<file path="src/rtl/ixc_assign_rev_skid.sv">
// Registered L->R assign cell: a 2-entry skid buffer carrying WIDTH-bit words
// over valid/ready, so that l_ready comes straight from the state register.
module ixc_assign_rev_skid #(
    parameter int WIDTH = 10,
    parameter int CNT_W = 16
) (
    input  logic             clk,
    input  logic             rst,
    input  logic             l_valid,
    input  logic [WIDTH-1:0] l_data,
    output logic             l_ready,
    output logic             r_valid,
    output logic [WIDTH-1:0] r_data,
    input  logic             r_ready,
    output logic [1:0]       occ,
    output logic [CNT_W-1:0] xfer_cnt
);

    // Handshake: a word moves on an edge where valid and ready are both high
    // (push on L, pop on R). A source holding valid must keep its data
    // stable until ready is seen. Ready never waits on valid.
    typedef enum logic [1:0] {
        EMPTY = 2'd0,
        HALF  = 2'd1,
        FULL  = 2'd2
    } state_t;

    state_t           state, state_nx;
    logic [WIDTH-1:0] head, head_nx;
    logic [WIDTH-1:0] skid, skid_nx;
    logic             push, pop;

    // Every output decodes registered state only; no r_ready -> l_ready path.
    assign l_ready = (state != FULL);
    assign r_valid = (state != EMPTY);
    assign r_data  = head;
    assign occ     = state;

    assign push = l_valid & l_ready;
    assign pop  = r_valid & r_ready;

    always_comb begin
        state_nx = state;
        head_nx  = head;
        skid_nx  = skid;
        case (state)
            EMPTY: begin
                if (push) begin
                    state_nx = HALF;
                    head_nx  = l_data;
                end
            end
            HALF: begin
                if (push && !pop) begin
                    state_nx = FULL;
                    skid_nx  = l_data;
                end else if (push && pop) begin
                    head_nx = l_data;
                end else if (pop) begin
                    state_nx = EMPTY;
                end
            end
            FULL: begin
                if (pop) begin
                    state_nx = HALF;
                    head_nx  = skid;
                end
            end
            default: state_nx = EMPTY;
        endcase
    end

    always_ff @(posedge clk) begin
        if (rst) begin
            state    <= EMPTY;
            head     <= '0;
            skid     <= '0;
            xfer_cnt <= '0;
        end else begin
            state <= state_nx;
            head  <= head_nx;
            skid  <= skid_nx;
            if (push) begin
                xfer_cnt <= xfer_cnt + {{(CNT_W-1){1'b0}}, 1'b1};
            end
        end
    end

endmodule

</file>
<file path="config.mk">
export PLATFORM = sky130hd
export DESIGN_NAME = ixc_assign_rev_skid
export DESIGN_NICKNAME = d
export VERILOG_FILES = /design/src/rtl/ixc_assign_rev_skid.sv
export SDC_FILE = /design/constraint.sdc
export NUM_CORES = 1
export LEC_CHECK = 0
export ABC_AREA = 0
export BUFFER_PORTS_ARGS = -buffer_cell sky130_fd_sc_hd__clkbuf_2
export CORE_ASPECT_RATIO = 2
export CORE_UTILIZATION = 35
export CTS_BUF_LIST = sky130_fd_sc_hd__clkbuf_8
export DETAILED_ROUTE_END_ITERATION = 8
export GPL_TIMING_DRIVEN = 0
export PLACE_DENSITY = 0.63
export REMOVE_ABC_BUFFERS = 1
export SLEW_MARGIN = 15
export SYNTH_ARGS = -nofsm -noshare
export SYNTH_HDL_FRONTEND = slang
export SYNTH_SLANG_ARGS = --single-unit
</file>
<file path="constraint.sdc">
create_clock -name clk -period 2.3 [get_ports clk]
set_input_delay 0 -clock clk [delete_from_list [all_inputs] [get_ports clk]]
set_output_delay 0 -clock clk [all_outputs]
set_load 0.01 [all_outputs]
</file>
==> results.toml <==
[outcome]
status = "finished, final reports clean"

[sta]
fin_skew_ns = 0.00626
finalSetupTns_ns = 0
setup_viol = 0
min_period_ns = 2.04
relSlewSlack_pct = 47.7
fmax_ghz = 0.490
fin_crit_sh_pct = 88.8
hold_violations = 0
tightestPinTransition_ns = 0.780
rsz0062_at_grt = "false"
drv_slew = 0

[power_and_ir_drop]
vdd_drop_max_uv = 417
p_clk_share_pct = 36.2
power.net_switching_uw = 344
p_leak_nw = 0.800
power_frac_seq_pct = 52.8
internal_power_uw = 993
power_density_mw_per_mm2 = 647
p_sw_share_pct = 25.7
pwr-share-comb_pct = 11.1

[grt]
grt-ovfl-total = 0
grt_util_all_layers_pct = 15.9
antenna_found_initial = 0
grt_pass1_vias = 1375
grt_max_degree = 39
grt_pass1_wl_um = 6090

[routing]
finalWirelength_um = 3690
drc = 0
vias_per_cell = 5.00
vias = 1521
firstDrtPassIters = 4
final_antenna_net_count = 0
drt-initial-drc-count = 20
wl_per_cell_um = 12.1

[yosys]
synth.distinct_cells = 34
syn_area_per_cell_sq_um = 8.11
synth_edf_count = 0
ys_seq_area_share_pct = 46.7
netlist_area_sq_mm = 0.00163
ys_async_sr_fraction_pct = 0
syn_inst = 201
synth_top_flop_cell = "dfxtp_1"
ys_seq_elements = 38
yosys_warnings = 0

[clock_network]
clk_path_buf_depth = 2
cts_setup_buffers = 0
clockRootBuffer = "clkbuf_8"
cts_buffers = 5
cts_tree = "done"
clock_latency_ns = 0.29
cts_max_level = 2
cts.sinks = 38
clk_pin_slew_ns = 0.08

[setup_path]
cp-start-kind = "register"
reg2reg_depth = 4
worst_r2r_endpoint = "xfer_cnt[11]$_SDFFE_PP0P_"
reg2reg_slack_ns = 0.26
crit_required_ns = 2.51
endpoint_kind = "register"
path_max_fanout = 19
crit_type = "register to register"
r2r-start = "occ[0]$_SDFFE_PP0P_"
critPathArrivalTime_ns = 2.25
crit_path_start = "occ[0]$_SDFFE_PP0P_"

[place]
gp_congestion = 0.761
dpl.hpwl_um = 2420
portBuffers = 43

[worst_hold_path]
whs_endpoint = "xfer_cnt[1]$_SDFFE_PP0P_"
hp-class = "input pin to register"
holdCritStartpoint = "l_valid"
hold_depth = 3

[layout]
drive_above_1_share_pct = 22.0
multiInputGateArea_sq_um = 806
fillCellCount = 472
regArea_sq_um = 761
fin_util_pct = 46.7
final_net_count = 264
num_antenna_cells = 0
syn_to_final_growth_pct = 26.7

[floorplan]
dieArea_sq_mm = 0.00495
rows = 34
io_pins = 44
chipHeight_um = 98.5
start_util_pct = 36.8
die_x_um = 50.3
core-area_sq_mm = 0.00442

[run]
max_cap_viol_count = 0
==> critical path: stages (launching register included) <==
cell and delay (ns):
dfxtp_1 0.51, nor2b_4 0.17, or4_4 0.62, or4_1 0.51
a21oi_1 0.14
==> power by group through the flow <==
stage	logic [mW]	registers, mW	clock network [mW]
6_report	0.148	0.705	0.484
5_1_grt	0.164	0.709	0.522
4_1_cts	0.150	0.706	0.505
3_5_place_dp	0.136	0.721	0
3_3_place_gp	0.133	0.720	0
2_1_floorplan	0.0608	0.730	0
==> timing repair <==
action,CTS,global route
setup endpoints to repair,0,1
hold buffers,11,0
hold endpoints to repair,21,0
resized for setup,0,1
==> flip-flops by register name (all words and copies together) (netlist names) <==
| signal | count |
|---|---|
| skid | 10 |
| occ | 2 |
| r_data | 10 |
| xfer_cnt | 16 |
==> cells by family after synthesis <==
family | share of synthesized area (%)
DFF | 46.7
xor gates and xnor gates | 4.30
AOI/OAI and AO/OA | 15.3
adders and majority gates | 0.767
muxes | 0.614
buffers and inverters | 4.53
and+or+nand+nor | 27.8
==> cell type report <==
cell class | instances | area share (%)
Inverter | 3 | 0.545
Sequential cell | 38 | 36.8
Multi-Input combinational cell | 147 | 39.0
Clock buffer | 6 | 4.00
Clock inverter | 2 | 0.606
Timing Repair Buffer | 54 | 15.7
Tap cell | 54 | 3.27
==> cell usage after synthesis (2+ instances only) <==
master	count	share of area, %
or4_1	5	2.3
dfxtp_1	38	47
nand3_1	4	1.2
or3_1	4	1.5
nor2_1	19	4.4
nand4_1	3	1.2
nand2_1	49	11
xnor2_1	6	3.2
o31ai_1	4	1.8
a21oi_1	20	6.1
nor3_1	3	0.92
xor2_1	2	1.1
nor4_1	3	1.2
clkbuf_1	8	1.8
o21ai_0	3	0.92
a311oi_1	10	5.4
inv_1	3	0.69
==> metrics by stage <==
step	power, mW	instances	setup slack [ns]	cell area, sq um	hold slack (ns)
2_1_floorplan	0.790	188	0.310	1570	0.0691
3_3_place_gp	0.853	285	0.186	1850	0.244
3_5_place_dp	0.857	285	0.152	1860	0.248
4_1_cts	1.36	304	0.134	2060	0.0349
5_1_grt	1.40	304	0.126	2070	0.0955
6_report	1.34	304	0.258	2070	0.0496
==> placed cells by master, fill, tap and decap left out, types with 2 or more instances in the layout <==
cell            n
or3_1           4
clkbuf_8        6
dfxtp_1        38
a21oi_1        20
nand4_1         3
nand2_1        49
or4_1           4
o21ai_0         3
inv_1           3
nor4_1          3
xor2_1          2
clkbuf_2       43
xnor2_1         6
nor3_1          3
nand3_1         4
dlygate4sd3_1  11
o31ai_1         4
nor2_1         19
a311oi_1       10
==> layer usage <==
layer  track usage [%]  share of wire, %  vias up
li1                  -                 -      793
met2              26.5                51       30
met4              9.45               2.4        0
met3              3.86               3.1        6
met1              17.7                43      692
met5                 0                 0        -
==> worst max path at each step <==
stage,end,slack (ns)
4_1_cts,xfer_cnt[11]$_SDFFE_PP0P_,0.13
5_1_grt,xfer_cnt[13]$_SDFFE_PP0P_,0.13
2_1_floorplan,xfer_cnt[11]$_SDFFE_PP0P_,0.31
3_5_place_dp,xfer_cnt[11]$_SDFFE_PP0P_,0.15
6_report,xfer_cnt[11]$_SDFFE_PP0P_,0.26
3_3_place_gp,xfer_cnt[11]$_SDFFE_PP0P_,0.19
No activity file was read; power rests on OpenSTA's default activity.
